## config.mk

```make
export PLATFORM = sky130hd
export DESIGN_NAME = fan_speed_pwm_ctrl
export DESIGN_NICKNAME = d
export VERILOG_FILES = /design/src/rtl/fan_speed_pwm_ctrl.sv
export SDC_FILE = /design/constraint.sdc
export NUM_CORES = 1
export LEC_CHECK = 0
export BUFFER_PORTS_ARGS = -buffer_cell sky130_fd_sc_hd__buf_4
export CORE_MARGIN = 3
export CORE_UTILIZATION = 63
export CTS_BUF_LIST = sky130_fd_sc_hd__clkbuf_4 sky130_fd_sc_hd__clkbuf_8
export CTS_CLUSTER_SIZE = 8
export DETAILED_ROUTE_END_ITERATION = 10
export PLACE_DENSITY = 0.89
export SKIP_LAST_GASP = 1
export SLEW_MARGIN = 20
export SYNTH_ARGS = -nofsm -noshare
export SYNTH_HDL_FRONTEND = slang
export SYNTH_SLANG_ARGS = --single-unit
```

## constraint.sdc

```tcl
create_clock -name clk -period 3.6 [get_ports clk]
set_input_delay 0.36 -clock clk [delete_from_list [all_inputs] [get_ports clk]]
set_output_delay 0.36 -clock clk [all_outputs]
set_load 0.02 [all_outputs]
```

## src/rtl/fan_speed_pwm_ctrl.sv

```systemverilog
// fan_speed_pwm_ctrl: OFF/LOW/MID/HIGH fan speed stepper with ramped PWM motor drive.
// A timer expiry (timeout falling edge) forces the fan off; OFF clears the duty at once.
module fan_speed_pwm_ctrl #(
    parameter int PRESCALE  = 50,
    parameter int PWM_STEPS = 100,
    parameter int DUTY_LOW  = 30,
    parameter int DUTY_MID  = 60,
    parameter int DUTY_HIGH = 95,
    parameter int RAMP_STEP = 1
) (
    input  logic       clk,
    input  logic       reset_p,
    input  logic       btn_speed,
    input  logic       timeout,
    output logic       fan_run,
    output logic [1:0] speed_level,
    output logic [2:0] speed_led,
    output logic [6:0] duty_cur,
    output logic       pwm_out
);
    localparam logic [1:0] S_OFF  = 2'd0;
    localparam logic [1:0] S_LOW  = 2'd1;
    localparam logic [1:0] S_MID  = 2'd2;
    localparam logic [1:0] S_HIGH = 2'd3;
    localparam int PW = PRESCALE > 1 ? $clog2(PRESCALE) : 1;
    localparam logic [7:0] T_LOW  = 8'(DUTY_LOW  > PWM_STEPS ? PWM_STEPS : DUTY_LOW);
    localparam logic [7:0] T_MID  = 8'(DUTY_MID  > PWM_STEPS ? PWM_STEPS : DUTY_MID);
    localparam logic [7:0] T_HIGH = 8'(DUTY_HIGH > PWM_STEPS ? PWM_STEPS : DUTY_HIGH);
    localparam logic [7:0] STEP   = 8'(RAMP_STEP);

    logic          timeout_d;
    logic [PW-1:0] presc;
    logic [6:0]    pwm_cnt;
    logic          tick, boundary;
    logic [1:0]    state_nx;
    logic [2:0]    led_nx;
    logic [7:0]    tgt, duty8, up, duty_nx;

    always_comb begin
        tick     = presc == PW'(PRESCALE - 1);
        boundary = tick && pwm_cnt == 7'(PWM_STEPS - 1);
        // expiry beats a simultaneous button press
        state_nx = (timeout_d && !timeout && speed_level != S_OFF) ? S_OFF :
                   btn_speed ? speed_level + 2'd1 : speed_level;
        led_nx   = state_nx == S_LOW ? 3'b001 : state_nx == S_MID ? 3'b010 :
                   state_nx == S_HIGH ? 3'b100 : 3'b000;
        tgt      = speed_level == S_LOW ? T_LOW : speed_level == S_MID ? T_MID :
                   speed_level == S_HIGH ? T_HIGH : 8'd0;
        duty8    = {1'b0, duty_cur};
        up       = duty8 + STEP;
        duty_nx  = duty8 < tgt ? (up > tgt ? tgt : up) :
                   (duty8 - tgt > STEP ? duty8 - STEP : tgt);
    end

    always_ff @(posedge clk or posedge reset_p) begin
        if (reset_p) begin
            timeout_d   <= 1'b1;
            presc       <= '0;
            pwm_cnt     <= '0;
            speed_level <= S_OFF;
            fan_run     <= 1'b0;
            speed_led   <= 3'b000;
            duty_cur    <= '0;
            pwm_out     <= 1'b0;
        end else begin
            timeout_d   <= timeout;
            presc       <= tick ? '0 : presc + PW'(1);
            if (tick)
                pwm_cnt <= pwm_cnt == 7'(PWM_STEPS - 1) ? 7'd0 : pwm_cnt + 7'd1;
            speed_level <= state_nx;
            fan_run     <= state_nx != S_OFF;
            speed_led   <= led_nx;
            duty_cur    <= speed_level == S_OFF ? 7'd0 : boundary ? duty_nx[6:0] : duty_cur;
            pwm_out     <= pwm_cnt < duty_cur;
        end
    end
endmodule

```

==> impl_metrics.yaml, run 1 <==
synth:
  syn_area_per_cell_sq_um: 8.42
  synth-simple-area-share: 0.252
  ys_warn_count: 0
  synth_cells: 300
  muxShareOfSynthArea: 0.0367
  synth_cell_types: 58
  synthAdderAreaFrac: 0.134
  syn_area_sq_mm: 0.00252
  synth_edf_count: 0
  synth_seq_cells: 28
  synthXorXnorAreaFrac: 0.0719
  ys_seq_area_frac: 0.278
  synth_top_flop_cell: "dfrtp_1"
  synth_top_family_by_area: "simple AND/OR/NAND/NOR gates"
  syn_nets: 331
  synthArstFlopShare: 1.00
  synth_compound_area_frac: 0.178
power:
  p_int_uw: 772
  p_clk_frac: 0.143
  leakagePower_nw: 1.29
  ir_worst_vdd_mv: 0.520
  power.switching_uw: 612
  pwr-share-comb: 0.590
  powerDensity_mw_per_mm2: 501
  finalPower_mw: 1.38
  seq_power_share: 0.267
  switching_share: 0.442
floorplanning:
  die_h_um: 69.3
  chipWidth_um: 69.3
  rows: 22
  die_area_sq_mm: 0.00480
  io_pins: 18
  start_util: 0.670
  core_sq_mm: 0.00377
setup_path:
  cp_num_buf_inv: 0
  startpoint_type: "register"
  crit_family: "compound AO/OA/AOI/OAI gates"
  endpoint_kind: "register"
  reg2regPathDepth: 12
  cp_data_required_time_ns: 3.73
  r2r_slack_ns: 0.34
  crit_arrival_ns: 3.38
  critical_path_class: "reg -> reg"
  slowest_delay_ns: 0.54
  path_max_fanout: 13
  cp_slowest_cell: "dfrtp_2"
  crit_chain: "ha_1 -> nand3_1 -> xnor2_1 -> ha_1 -> a21o_1 -> a21oi_1 -> nand3_1 -> a31oi_4 -> mux2_2 -> a21oi_1 -> o21a_1 -> o311ai_0"
  cp.depth: 12
layout:
  stdcell_area_sq_mm: 0.00276
  nNetsFinal: 347
  final_common_cell: "ha_1"
  area_growth_pct: 9.37
  fin_util: 0.732
  mostFrequentLayoutCells: "ha_1, dfrtp_1, nand2_1, nor2_1, buf_4"
  layout-drive-gt1-share: 0.130
  num_antenna_cells: 0
detailed_routing:
  drc_errors: 0
  first_pass_iters: 5
  drtAntennaViolNets: 0
  vias: 2323
  wl_per_cell_um: 15.9
  vias_per_cell: 6.40
  drt_wl_total_um: 5790
  drt-initial-drc-count: 161
worst_hold_path:
  hold_class: "in -> async"
placed_design:
  placed_cell_area_sq_mm: 0.00270
  gp_congestion: 0.938
  port-buffer-count: 17
  hpwl_um: 4210
timing:
  timing.setup.tns_ns: 0
  setup_viol_count_final: 0
  final.min_clock_period_ns: 3.26
  slew_headroom: 0.325
  finalCritPeriodShare: 0.905
  hold_violations: 0
  fin_skew_ns: 0.00999
  whs_ns: 0.188
  fmax_mhz: 307
  grt_setup_unrepaired: "false"
  slew_violations: 0
  worst_pin_slew_ns: 1.01
global_routing:
  antenna_found_initial: 0
  grt_pass1_vias: 2237
  grt_max_degree: 29
  overflow: 0
  grt_usage: 0.251
  grt_pass1_wl_um: 10100
cts:
  clk_pin_slew_ns: 0.10
  postCtsResizedCells: 0
  cts_tree: "yes"
  clk_latency_ns: 0.28
  postCtsHoldBufs: 0
  htree_num_levels: 1
  cts_buffers: 3
  cts_root_buffer: "clkbuf_8"
  cts_num_sinks: 28
  clockBufferDepth: 2
  post-cts-setup-buffer-count: 0
job:
  drv_cap: 0
status:
  status: "finished clean"
## cell families (layout without fill, tap and decap cells)
kind of cell | Yosys count | in the layout
simple gates | 118 | 118
compound gates | 70 | 70
buf+inv | 29 | 44
flops | 28 | 28
fa+ha+maj | 27 | 27
xor+xnor | 19 | 19
mux | 9 | 9
## Yosys cell counts, drive strengths merged, types with 3 or more instances
library cell | instances | area (sq um)
nand3b | 3 | 22.5
xor2 | 5 | 43.8
buf | 9 | 50.0
or2 | 5 | 31.3
a31oi | 5 | 37.5
ha | 27 | 338
mux2i | 7 | 70.1
a21o | 4 | 30.0
nor2 | 23 | 86.3
a21oi | 18 | 90.1
o21ai | 21 | 105
clkbuf | 3 | 11.3
nand4 | 6 | 37.5
dfrtp | 27 | 676
nand2 | 25 | 93.8
nand2b | 8 | 50.1
nor2b | 4 | 25.0
inv | 15 | 56.3
and3 | 6 | 37.5
xnor2 | 13 | 114
nor3b | 3 | 27.5
nor3 | 6 | 30.0
o211ai | 3 | 22.5
nor4 | 3 | 25.0
nand3 | 16 | 80.1
## layer usage
metal  global-route usage  vias to the layer above  routed length (um)
met5                    0                        -                   0
met4                0.128                        0                 216
li1                     -                     1109                   -
met2                0.408                      108                2760
met1                0.324                     1076                2440
met3               0.0377                       30                 378
## worst paths after layout
kind,start,to
setup / recovery,duty_cur[1],duty_cur[1]
hold / removal,reset_p,presc[1]
setup reg to reg,duty_cur[1],duty_cur[1]
hold reg to reg,presc[0],presc[0]
max in group asynchronous,reset_p,duty_cur[1]
min in group clk,timeout,timeout_d
## layout make-up
type | count | area, sq um
multi-input cells | 243 | 1710
fillers | 268 | 1010
flip-flops and latches | 28 | 703
repair buffers | 23 | 173
inverters | 17 | 63.8
well taps | 48 | 60.1
clock buffers | 4 | 55.1
## registers in the layout, indices dropped and copies added (netlist names)
signal,count
duty_cur,7
pwm_cnt,7
presc,6
speed_led,3
speed_level,2
fan_run,1
pwm_out,1
timeout_d,1
## through the flow
stage          setup WS (ns)  cells
2_1_floorplan          0.486    300
3_3_place_gp           0.337    359
3_5_place_dp           0.227    359
4_1_cts                0.183    363
5_1_grt                0.138    363
6_report               0.343    363
## power groups by stage
stage | registers, mW | clock network [mW] | logic, mW
2_1_floorplan | 0.412 | 0 | 0.571
3_3_place_gp | 0.374 | 0 | 0.770
3_5_place_dp | 0.375 | 0 | 0.788
4_1_cts | 0.370 | 0.200 | 0.794
5_1_grt | 0.376 | 0.210 | 0.898
6_report | 0.370 | 0.198 | 0.816
Note: power is estimated with default switching activity, not from simulation.
==> run 2: changes to the inputs <==
Settings changed: CORE_UTILIZATION 63 to 60, PLACE_DENSITY 0.89 to 0.85.
==> run 2 against run 1 <==
Effect of this change: flip-flop and latch count unchanged; first-iteration DRC count grew 23%; design area grew 0.50%; non-clock buffer count increased by 1; critical endpoint unchanged; highest routed layer unchanged.
==> impl_metrics.yaml, run 2 (synthesis gave the netlist of run 1 again) <==
status:
  status: "finished clean"
cts:
  cts_root_buffer: "clkbuf_8"
  postCtsResizedCells: 0
  clockBufferDepth: 2
  postCtsHoldBufs: 0
  clk_pin_slew_ns: 0.10
  cts_num_sinks: 28
  cts_tree: "yes"
  htree_num_levels: 1
  clk_latency_ns: 0.28
  post-cts-setup-buffer-count: 0
  cts_buffers: 3
setup_path:
  cp_data_required_time_ns: 3.74
  cpMostUsedCell: "ha_1"
  critical_path_class: "reg -> reg"
  slowest_delay_ns: 0.61
  cp_num_buf_inv: 0
  crit_chain: "ha_1 -> nand3_1 -> xnor2_1 -> ha_1 -> and3_1 -> nand2b_1 -> a31oi_2 -> mux2_2 -> a21oi_1 -> o21a_1 -> o311ai_0"
  cp_slowest_cell: "dfrtp_1"
  crit_family: "compound AO/OA/AOI/OAI gates"
  endpoint_kind: "register"
  crit_arrival_ns: 3.34
  startpoint_type: "register"
  path_max_fanout: 13
layout:
  area_growth_pct: 9.91
  layout-drive-gt1-share: 0.130
  final_cell_count_no_fill: 364
  num_antenna_cells: 0
  top_regs: "duty_cur: 7 flops, pwm_cnt: 7 flops, presc: 6 flops"
  n_fill_cell: 315
  nNetsFinal: 348
  stdcell_area_sq_mm: 0.00278
  mostFrequentLayoutCells: "ha_1, dfrtp_1, nand2_1, buf_4, nor2_1"
  final-seq-area_sq_um: 702
  fin_util: 0.720
  multi_input_area_sq_mm: 0.00170
power:
  switching_share: 0.425
  pwr-share-comb: 0.568
  powerDensity_mw_per_mm2: 517
  p_int_uw: 825
  ir_worst_vdd_mv: 0.535
  seq_power_share: 0.257
  power.switching_uw: 609
  p_clk_frac: 0.176
  leakagePower_nw: 1.30
timing:
  finalCritPeriodShare: 0.890
  slew_headroom: 0.349
  fin_ws_ns: 0.396
  timing.setup.tns_ns: 0
  grt_setup_unrepaired: "false"
  fmax_mhz: 312
  worst_pin_slew_ns: 0.970
  fin_skew_ns: 0.00498
  slew_violations: 0
  final.min_clock_period_ns: 3.20
  setup_viol_count_final: 0
  hold_violations: 0
detailed_routing:
  drt-initial-drc-count: 198
  drt_wl_total_um: 5640
  drtAntennaViolNets: 0
  vias_per_cell: 6.34
  vias: 2309
  highest_layer: "met4"
  wl_per_cell_um: 15.5
  drt-met1-wl_um: 2390
  wl_met3_um: 497
  drc_errors: 0
  wl_met2_um: 2670
  first_pass_iters: 4
floorplanning:
  io_pins: 18
  chipWidth_um: 70.9
  rows: 22
  start_util: 0.655
  die_area_sq_mm: 0.00502
  die_h_um: 70.9
  core_sq_mm: 0.00385
global_routing:
  grt_pass1_wl_um: 9850
  grt_max_degree: 29
  grt_usage: 0.238
  overflow: 0
  grt_pass1_vias: 2177
  antenna_found_initial: 0
placed_design:
  dp_slack_ns: 0.497
  gp_congestion: 0.948
  placed_cell_area_sq_mm: 0.00270
  hpwl_um: 4350
  port-buffer-count: 17
  placed_cells: 360
worst_hold_path:
  hold_class: "in -> async"
job:
  drv_cap: 0
-- run 2: cell count changes in the layout (fill, tap and decap cells not counted), sizes merged --
cell    change
clkbuf      -1
bufinv      +1
buf         +1
-- run 2: area by class of cell --
class | instances | area share
multi-input combinational | 243 | 0.612
tap | 48 | 0.0216
clock inverter | 1 | 0.0108
inverter | 17 | 0.0230
timing repair buffer | 24 | 0.0649
sequential | 28 | 0.253
clock buffer | 3 | 0.0149
-- run 2: routing by layer --
metal  track usage  vias to the layer above
li1              -                     1110
met1         0.315                     1082
met2         0.386                      106
met3        0.0526                       11
met4        0.0772                        0
met5             0                        -
-- run 2: worst reg2reg max path: stages (launching register included) --
cell,delay [ns]
dfrtp_1,0.61
ha_1,0.38
nand3_1,0.13
xnor2_1,0.26
ha_1,0.30
and3_1,0.20
nand2b_1,0.16
a31oi_2,0.24
mux2_2,0.36
a21oi_1,0.15
o21a_1,0.14
o311ai_0,0.15
-- run 2: stage by stage --
| stage | hold WS [ns] | power [mW] |
|---|---|---|
| 6_report | 0.175 | 1.43 |
| 5_1_grt | 0.176 | 1.55 |
| 4_1_cts | 0.180 | 1.43 |
| 3_5_place_dp | 0.478 | 1.17 |
| 3_3_place_gp | 0.478 | 1.15 |
| 2_1_floorplan | 0.364 | 0.982 |
-- run 2: final timing paths --
path	from	end	slack, ns	cells past startpoint
setup / recovery	duty_cur[1]	duty_cur[1]	0.40	11
hold / removal	reset_p	duty_cur[0]	0.17	2
setup reg to reg	duty_cur[1]	duty_cur[1]	0.40	11
hold reg to reg	presc[0]	presc[0]	0.52	1
max in group asynchronous	reset_p	pwm_cnt[3]	2.98	2
min in group clk	timeout	timeout_d	0.18	1
-- run 2: power groups by stage --
| stage | registers (mW) | logic (mW) | clock network, mW |
|---|---|---|---|
| 3_5_place_dp | 0.375 | 0.799 | 0 |
| 5_1_grt | 0.372 | 0.905 | 0.268 |
| 3_3_place_gp | 0.373 | 0.780 | 0 |
| 2_1_floorplan | 0.412 | 0.571 | 0 |
| 6_report | 0.368 | 0.814 | 0.252 |
| 4_1_cts | 0.368 | 0.802 | 0.256 |
